### src/rtl/axi_lite_int_ctrl.sv
// AXI4-Lite countdown timer: CTRL/LOAD/COUNT/STATUS registers, level interrupt on expiry.
// Independent AW/W holding registers; one outstanding write response and one outstanding read.
module axi_lite_int_ctrl #(
   parameter int C_ADDR_WIDTH = 4,
   parameter int C_DATA_WIDTH = 32
) (
   input  logic                      ACLK,
   input  logic                      ARESETN,
   input  logic [C_ADDR_WIDTH-1:0]   S_AXI_AWADDR,
   input  logic                      S_AXI_AWVALID,
   output logic                      S_AXI_AWREADY,
   input  logic [C_DATA_WIDTH-1:0]   S_AXI_WDATA,
   input  logic [C_DATA_WIDTH/8-1:0] S_AXI_WSTRB,
   input  logic                      S_AXI_WVALID,
   output logic                      S_AXI_WREADY,
   output logic [1:0]                S_AXI_BRESP,
   output logic                      S_AXI_BVALID,
   input  logic                      S_AXI_BREADY,
   input  logic [C_ADDR_WIDTH-1:0]   S_AXI_ARADDR,
   input  logic                      S_AXI_ARVALID,
   output logic                      S_AXI_ARREADY,
   output logic [C_DATA_WIDTH-1:0]   S_AXI_RDATA,
   output logic [1:0]                S_AXI_RRESP,
   output logic                      S_AXI_RVALID,
   input  logic                      S_AXI_RREADY,
   output logic                      INTERRUPT
);

   typedef enum logic [1:0] {
      REG_CTRL   = 2'd0,
      REG_LOAD   = 2'd1,
      REG_COUNT  = 2'd2,
      REG_STATUS = 2'd3
   } reg_sel_e;

   // write holding registers
   logic                      aw_held_q, aw_held_d;
   reg_sel_e                  aw_sel_q, aw_sel_d;
   logic                      w_held_q, w_held_d;
   logic [C_DATA_WIDTH-1:0]   w_data_q, w_data_d;
   logic [C_DATA_WIDTH/8-1:0] w_strb_q, w_strb_d;
   logic                      bvalid_q, bvalid_d;

   // read channel
   logic                      rvalid_q, rvalid_d;
   logic [C_DATA_WIDTH-1:0]   rdata_q, rdata_d;
   logic [C_DATA_WIDTH-1:0]   rd_mux;
   logic                      ar_hs;

   // timer state
   logic                      en_q, en_d;
   logic                      irq_en_q, irq_en_d;
   logic                      reload_q, reload_d;
   logic [C_DATA_WIDTH-1:0]   load_q, load_d;
   logic [C_DATA_WIDTH-1:0]   count_q, count_d;
   logic                      pending_q, pending_d;
   logic                      irq_q, irq_d;

   logic                      commit;
   logic                      wr_ctrl, wr_load, wr_status;
   logic                      ctrl_wr_en, status_clr, expire;
   logic                      unused_addr_bits;

   assign unused_addr_bits = ^{S_AXI_AWADDR, S_AXI_ARADDR};

   assign S_AXI_AWREADY = ~aw_held_q;
   assign S_AXI_WREADY  = ~w_held_q;
   assign S_AXI_BVALID  = bvalid_q;
   assign S_AXI_BRESP   = 2'b00;
   assign S_AXI_ARREADY = ~rvalid_q;
   assign S_AXI_RVALID  = rvalid_q;
   assign S_AXI_RDATA   = rdata_q;
   assign S_AXI_RRESP   = 2'b00;
   assign INTERRUPT     = irq_q;

   assign commit    = aw_held_q & w_held_q & ~bvalid_q;
   assign wr_ctrl   = commit & (aw_sel_q == REG_CTRL);
   assign wr_load   = commit & (aw_sel_q == REG_LOAD);
   assign wr_status = commit & (aw_sel_q == REG_STATUS);
   assign ar_hs     = S_AXI_ARVALID & ~rvalid_q;

   always_comb begin
      aw_held_d = aw_held_q;
      aw_sel_d  = aw_sel_q;
      w_held_d  = w_held_q;
      w_data_d  = w_data_q;
      w_strb_d  = w_strb_q;
      bvalid_d  = bvalid_q;
      if (commit) begin
         aw_held_d = 1'b0;
      end else if (S_AXI_AWVALID && !aw_held_q) begin
         aw_held_d = 1'b1;
         aw_sel_d  = reg_sel_e'(S_AXI_AWADDR[3:2]);
      end
      if (commit) begin
         w_held_d = 1'b0;
      end else if (S_AXI_WVALID && !w_held_q) begin
         w_held_d = 1'b1;
         w_data_d = S_AXI_WDATA;
         w_strb_d = S_AXI_WSTRB;
      end
      if (commit) begin
         bvalid_d = 1'b1;
      end else if (S_AXI_BREADY) begin
         bvalid_d = 1'b0;
      end
   end

   always_comb begin
      rd_mux = '0;
      case (reg_sel_e'(S_AXI_ARADDR[3:2]))
         REG_CTRL:   rd_mux[2:0] = {reload_q, irq_en_q, en_q};
         REG_LOAD:   rd_mux      = load_q;
         REG_COUNT:  rd_mux      = count_q;
         REG_STATUS: rd_mux[0]   = pending_q;
         default:    rd_mux      = '0;
      endcase
   end

   always_comb begin
      rvalid_d = rvalid_q;
      rdata_d  = rdata_q;
      if (ar_hs) begin
         rvalid_d = 1'b1;
         rdata_d  = rd_mux;
      end else if (S_AXI_RREADY) begin
         rvalid_d = 1'b0;
      end
   end

   assign ctrl_wr_en = wr_ctrl & w_strb_q[0];
   assign status_clr = wr_status & w_strb_q[0] & w_data_q[0];
   // expiry is the cycle COUNT sits at 0 with EN set; covers LOAD=0 as well
   assign expire     = en_q & (count_q == '0);

   always_comb begin
      load_d = load_q;
      if (wr_load) begin
         for (int unsigned b = 0; b < C_DATA_WIDTH / 8; b++) begin
            if (w_strb_q[b]) load_d[8*b +: 8] = w_data_q[8*b +: 8];
         end
      end
   end

   always_comb begin
      count_d  = count_q;
      en_d     = en_q;
      irq_en_d = irq_en_q;
      reload_d = reload_q;
      if (en_q) begin
         if (count_q != '0) begin
            count_d = count_q - {{(C_DATA_WIDTH-1){1'b0}}, 1'b1};
         end else if (reload_q) begin
            count_d = load_q;
         end else begin
            en_d = 1'b0;
         end
      end
      // a software CTRL write overrides the hardware EN clear
      if (ctrl_wr_en) begin
         en_d     = w_data_q[0];
         irq_en_d = w_data_q[1];
         reload_d = w_data_q[2];
         if (w_data_q[0] && !en_q) count_d = load_q;
      end
   end

   always_comb begin
      pending_d = pending_q;
      if (expire) begin
         pending_d = 1'b1;
      end else if (status_clr) begin
         pending_d = 1'b0;
      end
      irq_d = pending_q & irq_en_q;
   end

   always_ff @(posedge ACLK or negedge ARESETN) begin
      if (!ARESETN) begin
         aw_held_q <= 1'b0;
         aw_sel_q  <= REG_CTRL;
         w_held_q  <= 1'b0;
         w_data_q  <= '0;
         w_strb_q  <= '0;
         bvalid_q  <= 1'b0;
         rvalid_q  <= 1'b0;
         rdata_q   <= '0;
         en_q      <= 1'b0;
         irq_en_q  <= 1'b0;
         reload_q  <= 1'b0;
         load_q    <= '0;
         count_q   <= '0;
         pending_q <= 1'b0;
         irq_q     <= 1'b0;
      end else begin
         aw_held_q <= aw_held_d;
         aw_sel_q  <= aw_sel_d;
         w_held_q  <= w_held_d;
         w_data_q  <= w_data_d;
         w_strb_q  <= w_strb_d;
         bvalid_q  <= bvalid_d;
         rvalid_q  <= rvalid_d;
         rdata_q   <= rdata_d;
         en_q      <= en_d;
         irq_en_q  <= irq_en_d;
         reload_q  <= reload_d;
         load_q    <= load_d;
         count_q   <= count_d;
         pending_q <= pending_d;
         irq_q     <= irq_d;
      end
   end

endmodule

### config.mk
export PLATFORM = sky130hd
export DESIGN_NAME = axi_lite_int_ctrl
export DESIGN_NICKNAME = d
export VERILOG_FILES = /design/src/rtl/axi_lite_int_ctrl.sv
export SDC_FILE = /design/constraint.sdc
export NUM_CORES = 1
export LEC_CHECK = 0
export CORE_ASPECT_RATIO = 1.2
export CORE_MARGIN = 4
export CORE_UTILIZATION = 45
export CTS_CLUSTER_SIZE = 28
export DETAILED_ROUTE_END_ITERATION = 16
export PLACE_DENSITY = 0.75
export SLEW_MARGIN = 10
export SYNTH_ARGS = -nofsm -noshare
export SYNTH_HDL_FRONTEND = slang
export SYNTH_SLANG_ARGS = --single-unit
### constraint.sdc
create_clock -name ACLK -period 2.64 [get_ports ACLK]
set_clock_uncertainty 0.05 [all_clocks]
set_input_delay 0.66 -clock ACLK [delete_from_list [all_inputs] [get_ports ACLK]]
set_output_delay 0.66 -clock ACLK [all_outputs]
set_load 0.05 [all_outputs]
==> results of run 1 <==
==> logic make-up after synthesis <==
group,Yosys count,synth area share
compound gates,138,0.1442
xor+xnor,7,0.008930
flops,143,0.5212
mux,80,0.1299
other cells,1,0.0005462
simple gates,188,0.1484
fa+ha+maj,8,0.01458
buf+inv,53,0.03226
==> metrics by stage <==
step / instances / power (µW)
5_1_grt: 943 / 10420
2_1_floorplan: 621 / 6002
3_3_place_gp: 911 / 7119
6_report: 943 / 9863
4_1_cts: 943 / 9909
3_5_place_dp: 911 / 7272
==> area by class of cell <==
type                    count  area, µm²
clock buffers              20      466.7
multi-input cells         425       3079
fillers                  1279       6148
well taps                 204      255.2
flip-flops and latches    143       3578
repair buffers            128       1210
inverters                  11      41.29
clock inverters            12      180.2
==> cell usage after synthesis, types with 6 or more instances <==
cell,count
nor4_1,8
a31oi_1,6
nor3_1,10
inv_1,10
o2111a_1,11
clkbuf_1,28
nand3_1,25
a21oi_1,9
and2_1,6
dfrtp_1,143
a211oi_1,6
nor2_1,33
o21ai_0,38
nand4_1,7
ha_1,8
mux2i_1,7
or3_1,7
mux2_2,73
a22oi_1,31
buf_2,6
nand2_1,56
==> critical path, stage by stage (launching register included) <==
cell and delay, ns:
dfrtp_1 0.42, or4_4 0.60, or3_1 0.53, nor2_1 0.32
a21oi_1 0.11, a2111o_1 0.38
==> cells in the final DEF, fill, tap and decap left out, types with 17 or more instances in the layout <==
cell type          n
nand2_1           56
a22oi_1           31
o21ai_0           38
dfrtp_1          143
clkdlybuf4s50_1   83
buf_4             41
clkbuf_16         17
nand3_1           25
nor2_1            33
mux2_2            73
==> registers in the layout (all words and copies together) (netlist names) <==
register      flops
S_AXI_RDATA      32
count_q          32
load_q           32
w_data_q         32
w_strb_q          4
aw_sel_q          2
INTERRUPT         1
S_AXI_BVALID      1
S_AXI_RVALID      1
aw_held_q         1
en_q              1
irq_en_q          1
pending_q         1
reload_q          1
w_held_q          1
==> routing by layer <==
layer	vias up	global-route usage	wire, µm
met5	-	0	0
met4	0	0.08473	463
met3	35	0.06181	1473
met2	249	0.3533	8727
met1	2723	0.2928	7643
li1	2518	-	-
==> how the worst min path moves through the flow <==
stage | start | end | cells past startpoint
after global placement | S_AXI_RDATA[24]$_DFFE_PN0P_ | S_AXI_RDATA[24]$_DFFE_PN0P_ | 2
final | ARESETN | w_data_q[14]$_DFFE_PN0P_ | 1
after detailed placement | S_AXI_RDATA[26]$_DFFE_PN0P_ | S_AXI_RDATA[26]$_DFFE_PN0P_ | 2
after floorplan | ARESETN | INTERRUPT$_DFF_PN0_ | 0
after CTS | ARESETN | w_data_q[14]$_DFFE_PN0P_ | 1
after global routing | ARESETN | w_data_q[14]$_DFFE_PN0P_ | 1
==> power by group through the flow <==
stage,clock [µW],combinational [µW],sequential (µW)
2_1_floorplan,0,2010,3990
3_3_place_gp,0,3220,3900
3_5_place_dp,0,3310,3960
4_1_cts,2650,3330,3930
5_1_grt,2750,3600,4070
6_report,2600,3320,3950
==> impl_metrics.env, run 1 <==
export IMPL_ys_flop_type="dfrtp_1"
export IMPL_r2r_start="count_q[17]$_DFF_PN0_"
export IMPL_period_share=0.9604
export IMPL_drv_slew=0
export IMPL_grt_pass1_vias=5734
export IMPL_setup_slack_ns=0.1046
export IMPL_cts_tree="done"
export IMPL_core_mm2=0.01496
export IMPL_async_reset_ff_frac=1.000
export IMPL_grt_ovfl_total=0
export IMPL_grt_setup_unrepaired="false"
export IMPL_die_h_um=143.3
export IMPL_r2r_end="count_q[25]$_DFF_PN0_"
export IMPL_port_buffers=84
export IMPL_clock_fmax_mhz=394.4
export IMPL_grt_total_usage=0.2224
export IMPL_synth_avg_cell_area_um2=11.11
export IMPL_rows=49
export IMPL_cts_root_buffer="clkbuf_16"
export IMPL_clock_latency_ns=0.43
export IMPL_dp_hpwl_mm=13.52
export IMPL_synth_area_mm2=0.006865
export IMPL_clock_path_buffers=2
export IMPL_diodes=0
export IMPL_ir_drop_mv=0.6618
export IMPL_numCtsBuffers=17
export IMPL_clockPowerShare=0.264
export IMPL_area_delta_synth_final_pct=28.34
export IMPL_maxSlewHeadroom=0.5504
export IMPL_dr_first_iter_drc_count=411
export IMPL_hold_slack_ns=0.1032
export IMPL_seqPwrFrac=0.400
export IMPL_cp_start_kind="flop"
export IMPL_min_path_type="in -> async"
export IMPL_ioPinCount=93
export IMPL_drtAntennaViolNets=0
export IMPL_synth_area_top_cells="dfrtp_1 (52%), mux2_2 (12%), a22oi_1 (3.4%)"
export IMPL_h_tree_depth=4
export IMPL_crit_end="count_q[25]$_DFF_PN0_"
export IMPL_fp_dieW_um=120.8
export IMPL_yosys_warnings=0
export IMPL_critPathMaxFanout=6
export IMPL_synthCells=618
export IMPL_setup_viol=0
export IMPL_grt_max_degree=52
export IMPL_status="finished clean"
export IMPL_r2r_setup_slack_ns=0.10
export IMPL_start_util=0.4589
export IMPL_grt_antenna_before_repair=0
export IMPL_final_area_mm2=0.008811
export IMPL_dp_slack_ns=0.1354
export IMPL_ctsResizeCount=0
export IMPL_synth_largest_area_cell="dfrtp_1"
export IMPL_power_density_mw_per_mm2=1119
export IMPL_switchingPower_uw=3547
export IMPL_die_area_mm2=0.01730
export IMPL_ys_seq_elements=143
export IMPL_vias=5525
export IMPL_ys_seq_area_frac=0.5212
export IMPL_yosysUniqueCellTypes=63
export IMPL_r2r_worst_path_cells=5
export IMPL_power_leakage_uw=0.003738
export IMPL_drc=0
export IMPL_clk_pin_slew_ns=0.06
export IMPL_max_cap_violations=0
export IMPL_worstMarginPinSlew_ns=0.6682
export IMPL_power_internal_uw=6316
export IMPL_cts_hold_buf=0
export IMPL_worstSetupPathType="reg -> reg"
export IMPL_cts_sinks=143
export IMPL_end_kind="flop"
export IMPL_final_layout_size_suffix_gt1_frac=0.2219
export IMPL_nNetsFinal=785
export IMPL_combPwrFrac=0.336
export IMPL_grt_pass1_wl_mm=30.02
export IMPL_critical_path_startpoint="count_q[17]$_DFF_PN0_"
export IMPL_cp_arrival_ns=2.79
export IMPL_wl_per_cell_um=19.41
export IMPL_yosysTopAreaCellShare=0.5212
export IMPL_final_util=0.5890
export IMPL_required_ns=2.90
export IMPL_placed_cell_area_mm2=0.008164
export IMPL_drt_first_pass_iters=6
export IMPL_vias_per_cell=5.859
export IMPL_p_sw_frac=0.3596
export IMPL_wirelength_mm=18.31
export IMPL_finalHoldViolCount=0
export IMPL_place_congestion=0.9297
export IMPL_setup_tns_ns=0
export IMPL_synth_edf_count=0
export IMPL_cts_setup_buffers=0
export IMPL_fin_crit_ns=2.535
Power figures use the tool's default switching activity.
==> run 2: changes to the inputs <==
Settings changed: CORE_ASPECT_RATIO 1.2 to 1.1.
==> run 2 against run 1 <==
Die area hardly changed. Global-route usage shrank 0.38 points. Wire length is 0.28% higher. Sequential power is essentially flat. Register-to-register slack got worse by 0.03 ns. Count of clock-buffer cells in the layout decreased by 1. Via count shrank 1.5%. Largest cell class unchanged. Worst hold slack better by 0.032 ns. Critical path type unchanged. Sequential share of layout area is essentially flat. Combinational power is essentially flat.
==> impl_metrics.env, run 2 (synthesis results as in run 1) <==
export IMPL_cp_arrival_ns=2.83
export IMPL_setup_viol=0
export IMPL_vias_per_cell=5.802
export IMPL_min_path_type="in -> async"
export IMPL_cts_tree="done"
export IMPL_drv_slew=0
export IMPL_drtAntennaViolNets=0
export IMPL_power_density_mw_per_mm2=1112
export IMPL_fin_cells=938
export IMPL_period_share=0.9706
export IMPL_area_delta_synth_final_pct=28.27
export IMPL_ctsResizeCount=0
export IMPL_placed_cell_area_mm2=0.008169
export IMPL_place_congestion=0.9180
export IMPL_grt_pass1_wl_mm=29.17
export IMPL_cts_setup_buffers=0
export IMPL_regArea_mm2=0.003578
export IMPL_dp_hpwl_mm=13.64
export IMPL_drt_first_pass_iters=5
export IMPL_hold_slack_ns=0.1350
export IMPL_end_kind="flop"
export IMPL_maxSlewHeadroom=0.5335
export IMPL_diodes=0
export IMPL_final_layout_size_suffix_gt1_frac=0.2251
export IMPL_clock_latency_ns=0.42
export IMPL_core_mm2=0.01500
export IMPL_wl_per_cell_um=19.57
export IMPL_dr_first_iter_drc_count=507
export IMPL_grt_total_usage=0.2187
export IMPL_rows=47
export IMPL_grt_max_degree=55
export IMPL_clk_pin_slew_ns=0.06
export IMPL_final_cell_mix="dfrtp_1 (143), clkdlybuf4s50_1 (83), mux2_2 (73)"
export IMPL_numPlacedInstances=905
export IMPL_mostFrequentLayoutCell="dfrtp_1"
export IMPL_fp_dieW_um=125.8
export IMPL_grt_antenna_before_repair=0
export IMPL_drc=0
export IMPL_finalHoldViolCount=0
export IMPL_cts_sinks=143
export IMPL_ir_drop_mv=0.8674
export IMPL_cts_root_buffer="clkbuf_16"
export IMPL_fin_crit_ns=2.563
export IMPL_worstSetupPathType="reg -> reg"
export IMPL_grt_ovfl_total=0
export IMPL_nNetsFinal=788
export IMPL_multi_input_area_mm2=0.003079
export IMPL_grt_pass1_vias=5352
export IMPL_critPathMaxFanout=6
export IMPL_fill_cells=1261
export IMPL_ioPinCount=93
export IMPL_start_util=0.4578
export IMPL_vias=5442
export IMPL_wirelength_mm=18.36
export IMPL_status="finished clean"
export IMPL_clock_path_buffers=2
export IMPL_port_buffers=84
export IMPL_h_tree_depth=4
export IMPL_cts_hold_buf=0
export IMPL_power_leakage_uw=0.003734
export IMPL_worstMarginPinSlew_ns=0.6965
export IMPL_required_ns=2.91
export IMPL_clock_fmax_mhz=390.2
export IMPL_die_h_um=137.5
export IMPL_die_area_mm2=0.01730
export IMPL_numCtsBuffers=17
export IMPL_final_area_mm2=0.008806
export IMPL_max_cap_violations=0
export IMPL_cp_start_kind="flop"
run 2: cell types whose count changed in the layout (fill, tap and decap cells not counted), sizes merged:
cell      previous run  this run
clkbuf              20        19
clkinv               5         3
inv                 12        15
clkinvlp             2         3
buf                 45        48
bufinv               4         3
run 2: stage by stage:
step | setup TNS (ns) | utilization | setup WS, ns | total power, µW
detailed placement | 0 | 0.5448 | 0.06609 | 7270
floorplan | 0 | - | 0.2844 | 6002
finish | 0 | 0.5872 | 0.07750 | 9791
global placement | 0 | 0.5448 | 0.1119 | 7138
CTS | 0 | 0.5867 | 0.05522 | 9829
global route | -0.002904 | 0.5872 | -0.002904 | 10320
run 2: per-layer routing:
metal,track usage,up-vias,routed length [µm]
met5,0,-,0
met4,0.07271,0,296
met3,0.04071,26,1043
met2,0.3419,191,8505
met1,0.3105,2697,8512
li1,-,2528,-
run 2: final timing paths:
kind / from / endpoint / slack (ns) / depth (start not counted)
worst max-delay path: count_q[14]$_DFF_PN0_ / count_q[1]$_DFF_PN0_ / 0.08 / 6
worst min-delay path: ARESETN / w_data_q[15]$_DFFE_PN0P_ / 0.13 / 1
worst max register to register: count_q[14]$_DFF_PN0_ / count_q[1]$_DFF_PN0_ / 0.08 / 6
worst min register to register: S_AXI_RDATA[14]$_DFFE_PN0P_ / S_AXI_RDATA[14]$_DFFE_PN0P_ / 0.43 / 2
max in group asynchronous: ARESETN / w_data_q[23]$_DFFE_PN0P_ / 1.75 / 2
min in group ACLK: S_AXI_RDATA[14]$_DFFE_PN0P_ / S_AXI_RDATA[14]$_DFFE_PN0P_ / 0.43 / 2
run 2: area by class of cell:
| class | count | area share |
|---|---|---|
| Multi-Input combinational cell | 425 | 0.3497 |
| Clock buffer | 19 | 0.05143 |
| Clock inverter | 13 | 0.02003 |
| Inverter | 11 | 0.004689 |
| Timing Repair Buffer | 131 | 0.1400 |
| Tap cell | 196 | 0.02785 |
| Sequential cell | 143 | 0.4064 |
run 2: worst max-delay path, cell delays in order, from the launching register on:
cell      delay (ns)
dfrtp_1         0.42
or4_4           0.62
or3_1           0.53
nor4_4          0.28
buf_4           0.20
nor2_1          0.08
a221oi_1        0.28
run 2: where the power goes:
group          switching, µW  internal, µW  leakage [µW]
sequential               887          3090       0.00180
combinational           1740          1570       0.00164
clock                    958          1560      0.000299
total                   3580          6210       0.00373
==> run 3: changes to the inputs <==
Settings changed: PLACE_DENSITY 0.75 to 0.67.
==> run 3 against run 2 <==
Total power down 2.4%. Worst setup slack improved by 0.050 ns. Count of clock-buffer cells in the layout up 2. Largest cell class unchanged. Maximum frequency grew 2.0%. Clock power is 8.8% lower. Largest power group unchanged. Critical path type unchanged. Sequential power fell by 1%.
==> impl_metrics.env, run 3 (synthesis results as in run 1) <==
export IMPL_hold_slack_ns=0.1957
export IMPL_die_h_um=137.5
export IMPL_die_area_mm2=0.01730
export IMPL_grt_ovfl_total=0
export IMPL_drt_first_pass_iters=7
export IMPL_area_delta_synth_final_pct=27.96
export IMPL_wirelength_mm=18.71
export IMPL_grt_total_usage=0.2232
export IMPL_power_density_mw_per_mm2=1088
export IMPL_r2r_setup_slack_ns=0.13
export IMPL_grt_max_degree=74
export IMPL_clock_latency_ns=0.42
export IMPL_start_util=0.4578
export IMPL_drc=0
export IMPL_diodes=0
export IMPL_placed_cell_area_mm2=0.008219
export IMPL_numCtsBuffers=17
export IMPL_required_ns=2.88
export IMPL_clockPowerShare=0.240
export IMPL_r2r_start="count_q[17]$_DFF_PN0_"
export IMPL_drv_slew=0
export IMPL_place_congestion=0.8891
export IMPL_rows=47
export IMPL_drtAntennaViolNets=0
export IMPL_grt_pass1_wl_mm=29.88
export IMPL_clk_pin_slew_ns=0.06
export IMPL_nNetsFinal=793
export IMPL_ir_drop_mv=0.8127
export IMPL_ctsResizeCount=0
export IMPL_fin_crit_ns=2.512
export IMPL_period_share=0.9516
export IMPL_final_layout_size_suffix_gt1_frac=0.2282
export IMPL_clock_fmax_mhz=398.1
export IMPL_r2r_worst_path_cells=5
export IMPL_ioPinCount=93
export IMPL_power_leakage_uw=0.003750
export IMPL_setup_viol=0
export IMPL_cts_hold_buf=0
export IMPL_grt_pass1_vias=5505
export IMPL_power_internal_uw=6053
export IMPL_status="finished clean"
export IMPL_clock_path_buffers=2
export IMPL_maxSlewHeadroom=0.5368
export IMPL_dr_first_iter_drc_count=482
export IMPL_vias=5469
export IMPL_cts_tree="done"
export IMPL_grt_setup_unrepaired="false"
export IMPL_end_kind="flop"
export IMPL_grt_antenna_before_repair=0
export IMPL_combPwrFrac=0.348
export IMPL_h_tree_depth=4
export IMPL_drt_met1_wl_mm=8.465
export IMPL_finalHoldViolCount=0
export IMPL_r2r_end="count_q[23]$_DFF_PN0_"
export IMPL_wl_per_cell_um=19.88
export IMPL_p_sw_frac=0.3665
export IMPL_cts_setup_buffers=0
export IMPL_final_area_mm2=0.008785
export IMPL_mostFrequentLayoutCell="dfrtp_1"
export IMPL_critical_path_startpoint="count_q[17]$_DFF_PN0_"
export IMPL_top_layer_used="met4"
export IMPL_crit_end="count_q[23]$_DFF_PN0_"
export IMPL_cts_sinks=143
export IMPL_dp_hpwl_mm=14.09
export IMPL_critPathMaxFanout=6
export IMPL_worstSetupPathType="reg -> reg"
export IMPL_cp_arrival_ns=2.75
export IMPL_met2_length_mm=8.777
export IMPL_seqPwrFrac=0.411
export IMPL_port_buffers=84
export IMPL_final_cell_mix="dfrtp_1 (143), clkdlybuf4s50_1 (83), mux2_2 (73)"
export IMPL_cp_start_kind="flop"
export IMPL_vias_per_cell=5.812
export IMPL_min_path_type="in -> async"
export IMPL_max_cap_violations=0
export IMPL_cts_root_buffer="clkbuf_16"
export IMPL_fp_dieW_um=125.8
export IMPL_switchingPower_uw=3502
export IMPL_core_mm2=0.01500
export IMPL_setup_tns_ns=0
export IMPL_wl_met3_mm=1.184
export IMPL_worstMarginPinSlew_ns=0.6948
-- run 3: changes by cell type in the layout (fill, tap and decap cells not counted), moves of 2 or more --
| cell | previous run | this run |
|---|---|---|
| buf_4 | 44 | 49 |
| clkinv_2 | 0 | 4 |
| clkinvlp_4 | 3 | 0 |
| inv_6 | 4 | 1 |
| bufinv_16 | 3 | 1 |
| clkbuf_8 | 2 | 4 |
-- run 3: how the worst min path moves through the flow --
stage	to	start	slack, ns
5_1_grt	w_data_q[15]$_DFFE_PN0P_	ARESETN	0.25
2_1_floorplan	INTERRUPT$_DFF_PN0_	ARESETN	0.31
3_5_place_dp	S_AXI_RDATA[20]$_DFFE_PN0P_	S_AXI_RDATA[20]$_DFFE_PN0P_	0.42
3_3_place_gp	S_AXI_RDATA[21]$_DFFE_PN0P_	S_AXI_RDATA[21]$_DFFE_PN0P_	0.41
4_1_cts	w_data_q[15]$_DFFE_PN0P_	ARESETN	0.22
6_report	w_data_q[15]$_DFFE_PN0P_	ARESETN	0.20
-- run 3: power groups by stage --
stage / Sequential, µW / Combinational [µW] / Clock (µW)
2_1_floorplan: 3990 / 2010 / 0
3_3_place_gp: 3930 / 3250 / 0
3_5_place_dp: 3960 / 3330 / 0
4_1_cts: 3920 / 3340 / 2340
5_1_grt: 4070 / 3620 / 2430
6_report: 3930 / 3330 / 2290
-- run 3: metal layers --
| metal | track usage | vias up |
|---|---|---|
| met4 | 0.06675 | 0 |
| met2 | 0.3546 | 189 |
| li1 | - | 2534 |
| met3 | 0.04963 | 17 |
| met5 | 0 | - |
| met1 | 0.3097 | 2729 |
-- run 3: area by class of cell --
class / count / area, µm²
fillers: 1284 / 6211
flip-flops and latches: 143 / 3578
multi-input cells: 425 / 3084
repair buffers: 136 / 1270
clock buffers: 21 / 480.5
well taps: 196 / 245.2
clock inverters: 9 / 85.08
inverters: 11 / 41.29
-- run 3: per-stage QoR --
stage	std cells	utilization	setup WS [ns]	power (µW)
final	941	0.5858	0.1278	9556
after global routing	941	0.5858	0.04987	10110
after CTS	941	0.5858	0.1347	9604
after floorplan	621	-	0.2844	6002
after detailed placement	911	0.5481	0.1420	7292
after global placement	911	0.5481	0.1511	7177
-- run 3: critical path: stages (launching register included) --
cell     delay, ns
dfrtp_1       0.42
or4_4         0.60
or3_1         0.53
or4_1         0.51
a31oi_1       0.17
nand3_1       0.10
